<file path="config.mk">
export PLATFORM = sky130hd
export DESIGN_NAME = vga_capture
export DESIGN_NICKNAME = d
export VERILOG_FILES = /design/src/rtl/vga_pkg.sv /design/src/rtl/sync_edge_det.sv /design/src/rtl/vga_capture.sv
export SDC_FILE = /design/constraint.sdc
export NUM_CORES = 1
export LEC_CHECK = 0
export ABC_AREA = 1
export BUFFER_PORTS_ARGS = -buffer_cell sky130_fd_sc_hd__clkbuf_2
export CAP_MARGIN = 20
export CELL_PAD_IN_SITES_DETAIL_PLACEMENT = 1
export CELL_PAD_IN_SITES_GLOBAL_PLACEMENT = 1
export CORE_MARGIN = 4
export CORE_UTILIZATION = 45
export DETAILED_ROUTE_END_ITERATION = 8
export HOLD_SLACK_MARGIN = 0.1
export PLACE_DENSITY = 0.82
export SLEW_MARGIN = 15
export SYNTH_ARGS = -nofsm -noshare
export SYNTH_HDL_FRONTEND = slang
export SYNTH_SLANG_ARGS = --single-unit
</file>
<file path="constraint.sdc">
create_clock -name clk_vga -period 5 [get_ports clk_vga]
set_clock_uncertainty 0.1 [all_clocks]
set_input_delay 0.5 -clock clk_vga [delete_from_list [all_inputs] [get_ports clk_vga]]
set_output_delay 0.5 -clock clk_vga [all_outputs]
set_load 0.005 [all_outputs]
</file>
<file path="src/rtl/vga_pkg.sv">
// Shared VGA timing constants (640x480@60) and the lock FSM encoding,
// common to the capture side and the output driver.
package vga_pkg;

    localparam int H_ACT_START = 144;
    localparam int H_DISP      = 640;
    localparam int H_TOTAL     = 800;
    localparam int V_ACT_START = 35;
    localparam int V_DISP      = 480;
    localparam int V_TOTAL     = 525;

    localparam int                IDX_W   = 10;
    localparam logic [IDX_W-1:0]  IDX_MAX = '1;

    typedef enum logic [1:0] {
        UNLOCK = 2'd0,
        TRACK  = 2'd1,
        LOCKED = 2'd2
    } lock_state_e;

    // Line/frame counters stick at all-ones so a stalled sync never wraps.
    function automatic logic [IDX_W-1:0] sat_inc(input logic [IDX_W-1:0] v);
        return (v == IDX_MAX) ? v : v + 1'b1;
    endfunction

endpackage

</file>
<file path="src/rtl/sync_edge_det.sv">
// Registers one sync input, keeps the previous sample and flags its rising edge.
module sync_edge_det (
    input  logic clk,
    input  logic rst,
    input  logic din,
    output logic rise
);

    logic sig_q, sig_d;
    logic hist_q, hist_d;

    always_comb begin
        sig_d  = din;
        hist_d = sig_q;
    end

    always_ff @(posedge clk) begin
        if (rst) begin
            sig_q  <= 1'b0;
            hist_q <= 1'b0;
        end else begin
            sig_q  <= sig_d;
            hist_q <= hist_d;
        end
    end

    assign rise = sig_q & ~hist_q;

endmodule

</file>
<file path="src/rtl/vga_capture.sv">
// VGA sink: recovers h/v position from sync edges, verifies line/frame lengths,
// and emits active-pixel coordinates two clocks after the input pins.
module vga_capture #(
    parameter int H_ACT_START = vga_pkg::H_ACT_START,
    parameter int H_DISP      = vga_pkg::H_DISP,
    parameter int H_TOTAL     = vga_pkg::H_TOTAL,
    parameter int V_ACT_START = vga_pkg::V_ACT_START,
    parameter int V_DISP      = vga_pkg::V_DISP,
    parameter int V_TOTAL     = vga_pkg::V_TOTAL
) (
    input  logic       clk_vga,
    input  logic       rst,
    input  logic       vga_hs,
    input  logic       vga_vs,
    input  logic [2:0] vga_rgb,
    output logic       pix_valid,
    output logic [9:0] pix_x,
    output logic [9:0] pix_y,
    output logic [2:0] pix_rgb,
    output logic       frame_start,
    output logic       locked,
    output logic       err_line,
    output logic       err_frame
);

    import vga_pkg::*;

    localparam logic [9:0] H_LAST = 10'(H_TOTAL - 1);
    localparam logic [9:0] H_END  = 10'(H_TOTAL);
    localparam logic [9:0] V_LAST = 10'(V_TOTAL - 1);
    localparam logic [9:0] V_END  = 10'(V_TOTAL);
    localparam logic [9:0] HA_LO  = 10'(H_ACT_START);
    localparam logic [9:0] HA_HI  = 10'(H_ACT_START + H_DISP);
    localparam logic [9:0] VA_LO  = 10'(V_ACT_START);
    localparam logic [9:0] VA_HI  = 10'(V_ACT_START + V_DISP);

    logic hs_rise, vs_rise;

    sync_edge_det u_hs_det (.clk(clk_vga), .rst(rst), .din(vga_hs), .rise(hs_rise));
    sync_edge_det u_vs_det (.clk(clk_vga), .rst(rst), .din(vga_vs), .rise(vs_rise));

    logic [2:0]  rgb_q, rgb_d;
    logic [9:0]  h_idx_q, h_idx_d;
    logic [9:0]  v_idx_q, v_idx_d;
    lock_state_e state_q, state_d;
    logic        chk_en, err_line_now, err_frame_now;

    logic       pix_valid_q, pix_valid_d;
    logic [9:0] pix_x_q, pix_x_d;
    logic [9:0] pix_y_q, pix_y_d;
    logic [2:0] pix_rgb_q, pix_rgb_d;
    logic       frame_start_q, frame_start_d;
    logic       err_line_q, err_line_d;
    logic       err_frame_q, err_frame_d;

    // h_idx_d/v_idx_d are the position of the sample currently in rgb_q;
    // the _q copies are the previous sample's position used by the checks.
    always_comb begin
        rgb_d   = vga_rgb;
        h_idx_d = hs_rise ? 10'd0 : sat_inc(h_idx_q);
        if (vs_rise)
            v_idx_d = 10'd0;
        else if (hs_rise)
            v_idx_d = sat_inc(v_idx_q);
        else
            v_idx_d = v_idx_q;
    end

    // Timeouts fire only on the transition into H_END/V_END, so a saturated
    // counter cannot produce a second pulse.
    always_comb begin
        chk_en        = (state_q != UNLOCK);
        err_line_now  = chk_en && (hs_rise ? (h_idx_q != H_LAST) : (h_idx_d == H_END));
        err_frame_now = chk_en && (vs_rise ? (v_idx_q != V_LAST)
                                           : (hs_rise && (v_idx_d == V_END)));
    end

    always_comb begin
        state_d = state_q;
        unique case (state_q)
            UNLOCK: if (vs_rise) state_d = TRACK;
            TRACK: begin
                if (err_line_now || err_frame_now)
                    state_d = UNLOCK;
                else if (vs_rise)
                    state_d = LOCKED;
            end
            LOCKED: if (err_line_now || err_frame_now) state_d = UNLOCK;
            default: state_d = UNLOCK;
        endcase
    end

    always_comb begin
        pix_valid_d   = (state_q == LOCKED)
                      && (h_idx_d >= HA_LO) && (h_idx_d < HA_HI)
                      && (v_idx_d >= VA_LO) && (v_idx_d < VA_HI);
        pix_x_d       = pix_valid_d ? (h_idx_d - HA_LO) : 10'd0;
        pix_y_d       = pix_valid_d ? (v_idx_d - VA_LO) : 10'd0;
        pix_rgb_d     = pix_valid_d ? rgb_q : 3'd0;
        frame_start_d = vs_rise;
        err_line_d    = err_line_now;
        err_frame_d   = err_frame_now;
    end

    always_ff @(posedge clk_vga) begin
        if (rst) begin
            rgb_q         <= 3'd0;
            h_idx_q       <= IDX_MAX;
            v_idx_q       <= IDX_MAX;
            state_q       <= UNLOCK;
            pix_valid_q   <= 1'b0;
            pix_x_q       <= 10'd0;
            pix_y_q       <= 10'd0;
            pix_rgb_q     <= 3'd0;
            frame_start_q <= 1'b0;
            err_line_q    <= 1'b0;
            err_frame_q   <= 1'b0;
        end else begin
            rgb_q         <= rgb_d;
            h_idx_q       <= h_idx_d;
            v_idx_q       <= v_idx_d;
            state_q       <= state_d;
            pix_valid_q   <= pix_valid_d;
            pix_x_q       <= pix_x_d;
            pix_y_q       <= pix_y_d;
            pix_rgb_q     <= pix_rgb_d;
            frame_start_q <= frame_start_d;
            err_line_q    <= err_line_d;
            err_frame_q   <= err_frame_d;
        end
    end

    assign pix_valid   = pix_valid_q;
    assign pix_x       = pix_x_q;
    assign pix_y       = pix_y_q;
    assign pix_rgb     = pix_rgb_q;
    assign frame_start = frame_start_q;
    assign locked      = (state_q == LOCKED);
    assign err_line    = err_line_q;
    assign err_frame   = err_frame_q;

endmodule

</file>
Word level (Yosys, flattened, before mapping)
Index checks and enable logic that the tools add are counted.
{ "op_classes": {"n_addsub": 4, "n_lt_le_gt_ge": 4, "eq_ne": 11, "mux": 12, "bitwise": 5, "reduce_logical": 12} }
{ "op_table": {"columns": ["cell", "n"], "rows": [
  ["10-bit 2-to-1 mux", 5],
  ["10-bit == test, second input constant", 4],
  ["10-bit by 1-bit adder with 10-bit output, second input constant", 2],
  ["10-bit < comparator, second input constant", 2],
  ["10-bit != test, second input constant", 2],
  ["10-bit by 6-bit >= comparator with 1-bit output, second input constant", 1],
  ["10-bit by 8-bit >= comparator with 1-bit output, second input constant", 1],
  ["10-bit by 6-bit subtractor with 10-bit output, second input constant", 1],
  ["10-bit by 8-bit subtractor with 10-bit output, second input constant", 1],
  ["2-bit 2-to-1 mux", 4],
  ["1-bit logical AND", 7],
  ["2-bit case mux with 3 select lines", 1],
  ["3-bit != test, second input constant", 1],
  ["1-bit NOT", 3],
  ["3-bit AND reduction", 1],
  ["1-bit AND", 2],
  ["2-bit by 1-bit == test with 1-bit output, second input constant", 1],
  ["2-bit == test, second input constant", 1],
  ["2-bit logical NOT", 1],
  ["1-bit 2-to-1 mux", 2],
  ["2-bit by 1-bit != test with 1-bit output, second input constant", 1],
  ["2-bit != test, second input constant", 1],
  ["2-bit nonzero test", 1],
  ["2-bit OR reduction", 1],
  ["1-bit logical OR", 1]
]} }
{ "word_totals": {"ff_bits": 56, "in_bits": 7, "out_inout_bits": 28, "elab_cells": 63} }

Depth between registers and ports, before layout
Gate-level depths: netlist of the first run.
{ "depth": {"depth_word": 11, "ltp_mapped": 18, "ltp_nobuf": 18} }

Modules after synthesis
A second synthesis of the first run with hierarchy kept.
{ "hier_totals": {"hier_cells": 418, "area_unflattened_um2": 2934.1} }
{ "by_module_without_submodules": {"columns": ["module", "n_inst", "cells_per_inst", "area_per_inst_um2", "seq_area_each_um2"], "rows": [
  ["vga_capture", 1, 404, 2816.5, 1041.0],
  ["sync_edge_det", 2, 7, 58.8, 40.0]
]} }

Worst setup path after synthesis of the first run
No wires, ideal clock.
{ "synth_timing": {"kind": "flip-flop to flip-flop", "from": "register v_idx_q[0]", "to": "register pix_x_q[0] (netlist: pix_x[0])", "setup_time_ns": 0.063, "t_arrival_ns": 2.224, "required_time_ns": 4.837, "slack_ns": 2.614, "path_stages_with_launch": 18, "path_buffers": 1, "period_less_slack_ns": 2.386, "path_cell_list": "dfxtp_1 ha_1 inv_1 nor2_4 nand3_4 nand2_4 nand2_1 nand3_1 inv_1 ha_1 inv_1 nand2_2 inv_2 nand3_2 o211ai_1 nand3_2 buf_6 nor2_2"} }
{ "synth_between": {"elab_chain_len": 9, "elab_cells_between_ends": 11, "classes_between": "add/sub: 1; order compare: 2; eq/ne: 1; mux: 3; bitwise: 1; reduce/logical: 3"} }
{ "synth_rtl": {"columns": ["item", "line_no", "rtl"], "rows": [
  ["start, declared", "vga_capture.sv:44", "logic [9:0] v_idx_q, v_idx_d;"],
  ["start signal, assigned", "vga_capture.sv:121", "v_idx_q <= v_idx_d;"],
  ["10-bit by 1-bit adder with 10-bit output or 10-bit == test (tied branches)", "vga_pkg.sv:23", "return (v == IDX_MAX) ? v : v + 1'b1;"],
  ["10-bit 2-to-1 mux *", "vga_pkg.sv:23", null],
  ["10-bit 2-to-1 mux *", "vga_capture.sv:63", "else if (hs_rise)"],
  ["10-bit 2-to-1 mux *", "vga_capture.sv:61", "if (vs_rise)"],
  ["net v_idx_d[1]", "vga_capture.sv:44", null],
  ["10-bit by 6-bit >= comparator with 1-bit output", "vga_capture.sv:96", "&& (v_idx_d >= VA_LO) && (v_idx_d < VA_HI);"],
  ["1-bit logical AND", "vga_capture.sv:96", null],
  ["1-bit logical AND *", "vga_capture.sv:96", null],
  ["1-bit NOT (no source line) *", null, null],
  ["2-bit OR reduction (no source line) *", null, null],
  ["end signal, assigned", "vga_capture.sv:124", "pix_x_q <= pix_x_d;"],
  ["end, declared", "vga_capture.sv:49", "logic [9:0] pix_x_q, pix_x_d;"]
]} }
The timed path passes the listed nets; every way through them passes the cells marked *.
A chain may end at the register's enable or synchronous reset.

Worst setup path after layout of the first run
{ "layout_timing": {"from": "register v_idx_q[1]", "to": "register pix_x_q[4] (netlist: pix_x[4])"} }
{ "layout_between": {"elab_chain_len": 9, "elab_cells_between_ends": 11, "classes_between": "add/sub: 1; order compare: 2; eq/ne: 1; mux: 3; bitwise: 1; reduce/logical: 3"} }
{ "layout_rtl": {"columns": ["item", "line_no"], "rows": [
  ["10-bit == test *", "vga_pkg.sv:23"],
  ["10-bit 2-to-1 mux *", "vga_pkg.sv:23"],
  ["10-bit 2-to-1 mux *", "vga_capture.sv:63"],
  ["10-bit 2-to-1 mux *", "vga_capture.sv:61"],
  ["net v_idx_d[0]", "vga_capture.sv:44"],
  ["10-bit by 6-bit >= comparator with 1-bit output", "vga_capture.sv:96"],
  ["1-bit logical AND", "vga_capture.sv:96"],
  ["1-bit logical AND *", "vga_capture.sv:96"],
  ["1-bit NOT (no source line) *", null],
  ["2-bit OR reduction (no source line) *", null]
]} }
Marks and branches as above.

==> qor.csv, run 1 <==
metric,value,unit
start_kind,register,
finalNonFillerCells,518,
clock_path_buffers,2,
syn_inst,408,
grt_start_max_net_pins,25,
worst_slew_pin_slew,0.776,ns
cts_resized,0,
synth_nets,423,
wl_per_cell,13.5,um
period_share,64.7,%
cap_violations,0,
overflow,0,
rows,28,
ys_ff_latch,56,
post_cts_buffers,0,
htreeDepth,2,
synth_ff_type,dfxtp_1,
synthSimpleGateAreaFrac,41.1,%
grt_pass1_wl,12200,um
die_height,88.1,um
start_util,47.6,%
report.final.slew_viol_count,0,
outcome,finished clean,
drive_gt1_share,23.7,%
synthXorXnorAreaFrac,2.12,%
period_needed,3.23,ns
syn_area_per_cell,7.07,sq um
dp.cells,510,
netlist_area,2890,sq um
holdWs,0.269,ns
antenna_cells,0,
hold_class,in -> reg,
crit_chain,"ha_1, inv_1, nor2_4, nand3_4, nand2_4, nand2_1, nand3_1, inv_1, ha_1, inv_1, nand2_2, inv_2, nand3_2, o211ai_1, nand3_2, nor2_1",
design.portCount,35,
die-width,88.1,um
ys_types,29,
cp.arrival,3.37,ns
required,5.13,ns
synth_top_family_by_area,simple AND/OR/NAND/NOR gates,
core_area,6060,sq um
clock-sinks,56,
post-dp-hpwl,5520,um
vdd_ir_drop_max,0.176,mV
rsz0062_at_grt,no,
cpPeakStageDelay,0.61,ns
crit_type,reg -> reg,
pwr_density_cell,362,nW/um^2
ys_top_cells_by_area,"dfxtp_1 (39%), nand2_1 (13%), inv_1 (8.1%)",
setup_viol,0,
yosysWarnings,0,
muxShareOfSynthArea,0,%
n_fill_cell,813,
drcViolationCount,0,
synth_top_cell_area_share,38.9,%
fp.dieArea,7760,sq um
path_max_fanout,24,
numCtsBuffers,5,
fin_util,53.1,%
track_usage,19.8,%
finalSetupTns,0,ns
place_congestion,0.842,
clk_latency,0.31,ns
nets,457,
place_ws,1.74,ns
ys_seq_area_share,38.9,%
cp-end-kind,register,
viasPerCell,5.01,
hold_viol_final,0,
grt_pass1_vias,2722,
synth.most_common_cell,nand2_1,
clk_transition_reported_paths,0.10,ns
cts-root-buf,clkbuf_8,
maxSlewHeadroom,48.2,%
fmax,309,MHz
synth-edff-count,0,
dr_total_vias,2594,
antenna_found_initial,0,
leakage,1.78,nW
crit_path_frequent_cell,inv_1,
yosysTopAreaCell,dfxtp_1,
postCtsHoldBufs,0,
wl,7010,um
async_flop_share,0,%
synth_common_cells,"nand2_1 (103), inv_1 (62), dfxtp_1 (56), nor2_1 (37), nand3_1 (33)",
fin_ws,1.77,ns
initialDrtViolationCount,44,
crit_slowest_cell,nand3_2,
synth_compound_area_share,3.82,%
drtAntennaViolNets,0,
cts_tree,yes,
syn_to_final_growth,11.4,%
synth-adder-area-share,3.47,%
io_buffer_count,34,
first_pass_iters,4,
==> cells in the final DEF, fill, tap and decap left out, drive strengths merged, types with 6 or more instances in the layout <==
master	instances
nand2	116
inv	71
nor2	66
dfxtp	56
nand3	44
clkbuf	40
o21ai	11
nand4	8
ha	8
a21oi	6
==> per-stage QoR <==
step           power [mW]  instance area (sq um)
4_1_cts              1.18                   3220
2_1_floorplan       0.792                   2890
5_1_grt              1.25                   3220
3_5_place_dp        0.875                   3100
6_report             1.16                   3220
3_3_place_gp        0.859                   3100
==> area by class of cell <==
class | instances | area [sq um] | share of cell area [%]
sequential | 56 | 1120 | 34.9
inverter | 70 | 263 | 8.17
tap | 75 | 93.8 | 2.92
multi-input combinational | 275 | 1460 | 45.3
clock buffer | 6 | 72.6 | 2.26
timing repair buffer | 34 | 170 | 5.29
clock inverter | 2 | 38.8 | 1.21
==> power by group <==
group | switching [mW] | total (mW) | internal, mW
logic | 0.247 | 0.362 | 0.115
registers | 0.0274 | 0.500 | 0.473
clock network | 0.150 | 0.301 | 0.152
==> layer usage <==
layer / vias up / GRT usage [%] / wire length [um]
met2: 30 / 36.0 / 3700
met3: 9 / 3.10 / 149
met1: 1242 / 23.4 / 3030
met5: - / 0 / 0
met4: 0 / 7.42 / 143
li1: 1313 / - / -
==> worst paths after layout <==
path	slack (ns)	startpoint	cells past startpoint	to
worst min register to register	0.33	rgb_q[0]	2	pix_rgb[0]
worst min-delay path	0.27	vga_rgb[1]	3	rgb_q[1]
worst max register to register	1.77	v_idx_q[1]	16	pix_x[4]
worst max-delay path	1.77	v_idx_q[1]	16	pix_x[4]
==> sequential cells by signal, summed over array words and instances (netlist names) <==
signal           count
err_line             1
u_hs_det.hist_d      1
err_frame            1
pix_x               10
u_hs_det.hist_q      1
pix_valid            1
h_idx_q             10
u_vs_det.hist_q      1
frame_start          1
state_q              2
v_idx_q             10
rgb_q                3
pix_rgb              3
u_vs_det.hist_d      1
pix_y               10
==> kinds of logic (layout without fill, tap and decap cells) <==
group | after synthesis | after routing
AO/OA/AOI/OAI | 20 | 20
XOR/XNOR | 7 | 7
adder cells (fa/ha/maj) | 8 | 8
buffers and inverters | 77 | 112
flip-flops | 56 | 56
AND/OR/NAND/NOR | 240 | 240
==> critical path, delay by kind of cell (launching register included) <==
family          cells  cell delay (ns)
simple gates        9             1.64
buf+inv             4             0.32
compound gates      1             0.23
fa+ha+maj           2             0.46
flops               1             0.39
Power figures use the tool's default switching activity.
==> inputs of run 2 (changes only) <==
--- a/config.mk
+++ b/config.mk
@@ -11,10 +11,10 @@
 export CELL_PAD_IN_SITES_DETAIL_PLACEMENT = 1
 export CELL_PAD_IN_SITES_GLOBAL_PLACEMENT = 1
 export CORE_MARGIN = 4
-export CORE_UTILIZATION = 45
+export CORE_UTILIZATION = 38
 export DETAILED_ROUTE_END_ITERATION = 8
 export HOLD_SLACK_MARGIN = 0.1
-export PLACE_DENSITY = 0.82
+export PLACE_DENSITY = 0.73
 export SLEW_MARGIN = 15
 export SYNTH_ARGS = -nofsm -noshare
 export SYNTH_HDL_FRONTEND = slang
==> constraint.sdc (replaced) <==
create_clock -name clk_vga -period 2.7 [get_ports clk_vga]
set_clock_uncertainty 0.1 [all_clocks]
set_input_delay 0.27 -clock clk_vga [delete_from_list [all_inputs] [get_ports clk_vga]]
set_output_delay 0.27 -clock clk_vga [all_outputs]
set_load 0.005 [all_outputs]
==> run 2 against run 1 <==
Against the previous run: global-route usage shrank 2.4 points; fmax grew 27%; setup slack lost 1.6 ns; critical path type unchanged; critical endpoint is now pix_y[5]; highest routed layer unchanged.
==> qor.csv, run 2 (same netlist as run 1, synthesis figures left out) <==
metric,value,unit
outcome,finished clean,
io_buffer_count,34,
n_fill_cell,970,
place_congestion,0.819,
die_height,95.1,um
rows,31,
clock-sinks,56,
drcViolationCount,0,
pwr_density_cell,614,nW/um^2
hold_class,in -> reg,
grt_start_max_net_pins,22,
clk_transition_reported_paths,0.12,ns
maxSlewHeadroom,69.5,%
first_pass_iters,4,
required,2.87,ns
grt_pass1_wl,12500,um
overflow,0,
leakage,1.92,nW
fmax,393,MHz
period_share,94.2,%
post-dp-hpwl,5740,um
wl_per_cell,14.1,um
holdWs,0.202,ns
clock_path_buffers,2,
clk_latency,0.32,ns
core_area,7330,sq um
die-width,95.1,um
grt_pass1_vias,2740,
start_kind,register,
path_max_fanout,5,
htreeDepth,2,
initialDrtViolationCount,59,
drive_gt1_share,30.3,%
wl,8020,um
numCtsBuffers,5,
nets,482,
antenna_found_initial,0,
period_needed,2.54,ns
start_util,39.4,%
syn_to_final_growth,22.8,%
fp.dieArea,9050,sq um
drtAntennaViolNets,0,
antenna_cells,0,
layout_commonest_cell,nand2_1,
dr_total_vias,2712,
cp.arrival,2.71,ns
layout_common_cells,"nand2_1 (103), inv_1 (61), dfxtp_1 (48)",
hold_viol_final,0,
design.portCount,35,
cap_violations,0,
cts_tree,yes,
cts-root-buf,clkbuf_8,
viasPerCell,4.78,
setup_viol,0,
ff2ff_setup_slack,0.16,ns
report.final.slew_viol_count,0,
cp-end-kind,register,
crit_type,reg -> reg,
total_power,2.17,mW
track_usage,17.5,%
worst_slew_pin_slew,0.457,ns
fin_util,48.3,%
vdd_ir_drop_max,0.239,mV
## run 2: cell types whose count changed in the layout (fill, tap and decap cells not counted), moves of 2 or more
| cell | before | now |
|---|---|---|
| ha_1 | 8 | 5 |
| buf_6 | 0 | 2 |
| dfxtp_2 | 0 | 7 |
| nor2_1 | 37 | 35 |
| clkbuf_16 | 0 | 2 |
| ha_2 | 0 | 2 |
| dfxtp_1 | 56 | 48 |
| nand3_1 | 33 | 31 |
| buf_4 | 0 | 15 |
| dlygate4sd3_1 | 0 | 5 |
## run 2: routing by layer
layer  track usage (%)  vias up  part of all wire [%]
li1                  -     1363                     -
met4              5.05        0                  0.57
met5                 0        -                     0
met2              32.1       27                    53
met1              20.8     1318                    44
met3              2.84        4                   2.6
## run 2: layout make-up
type	count	area, sq um	area share [%]
clock buffers	5	68.8	1.94
clock inverters	3	27.5	0.777
inverters	70	263	7.42
multi-input cells	275	1500	42.4
flip-flops and latches	56	1130	32.0
well taps	99	124	3.50
repair buffers	59	425	12.0
## run 2: timing repair
item	in CTS	in global routing
setup buffers	0	8
hold buffers	5	0
gates resized for setup	0	21
endpoints found under the hold margin	5	0
setup endpoints to repair	0	25
## run 2: metrics by stage
step | setup WS, ns | std cells | setup TNS [ns] | cell area, sq um
floorplan | 0.314 | 408 | 0 | 2890
global placement | 0.180 | 543 | 0 | 3210
detailed placement | 0.0321 | 543 | 0 | 3210
CTS | 0.00671 | 556 | 0 | 3360
global route | -0.0529 | 567 | -0.743 | 3540
finish | 0.156 | 567 | 0 | 3540
## run 2: worst paths after layout
check,from,to,depth (start not counted)
hold / removal,rst,rgb_q[1],2
hold reg to reg,rgb_q[2],pix_rgb[2],2
setup / recovery,v_idx_q[0],pix_y[5],17
setup reg to reg,v_idx_q[0],pix_y[5],17
## run 2: power breakdown
group | internal (mW) | leakage [nW] | switching (mW) | total [mW]
combinational | 0.261 | 1.41 | 0.484 | 0.746
sequential | 0.879 | 0.457 | 0.0499 | 0.929
clock | 0.191 | 0.0463 | 0.308 | 0.499
total | 1.33 | 1.92 | 0.842 | 2.17
## run 2: critical path, cell delays in order, from the launching register on
cell	delay [ns]
dfxtp_4	0.39
ha_4	0.14
inv_1	0.06
nor2_4	0.12
nand3_4	0.12
nand2_4	0.08
nand2_1	0.07
nand3_2	0.11
inv_1	0.06
ha_2	0.20
inv_1	0.07
nand2_2	0.07
inv_2	0.06
nand3_2	0.08
o211ai_1	0.28
nand3_4	0.19
clkbuf_16	0.21
nor2_2	0.07
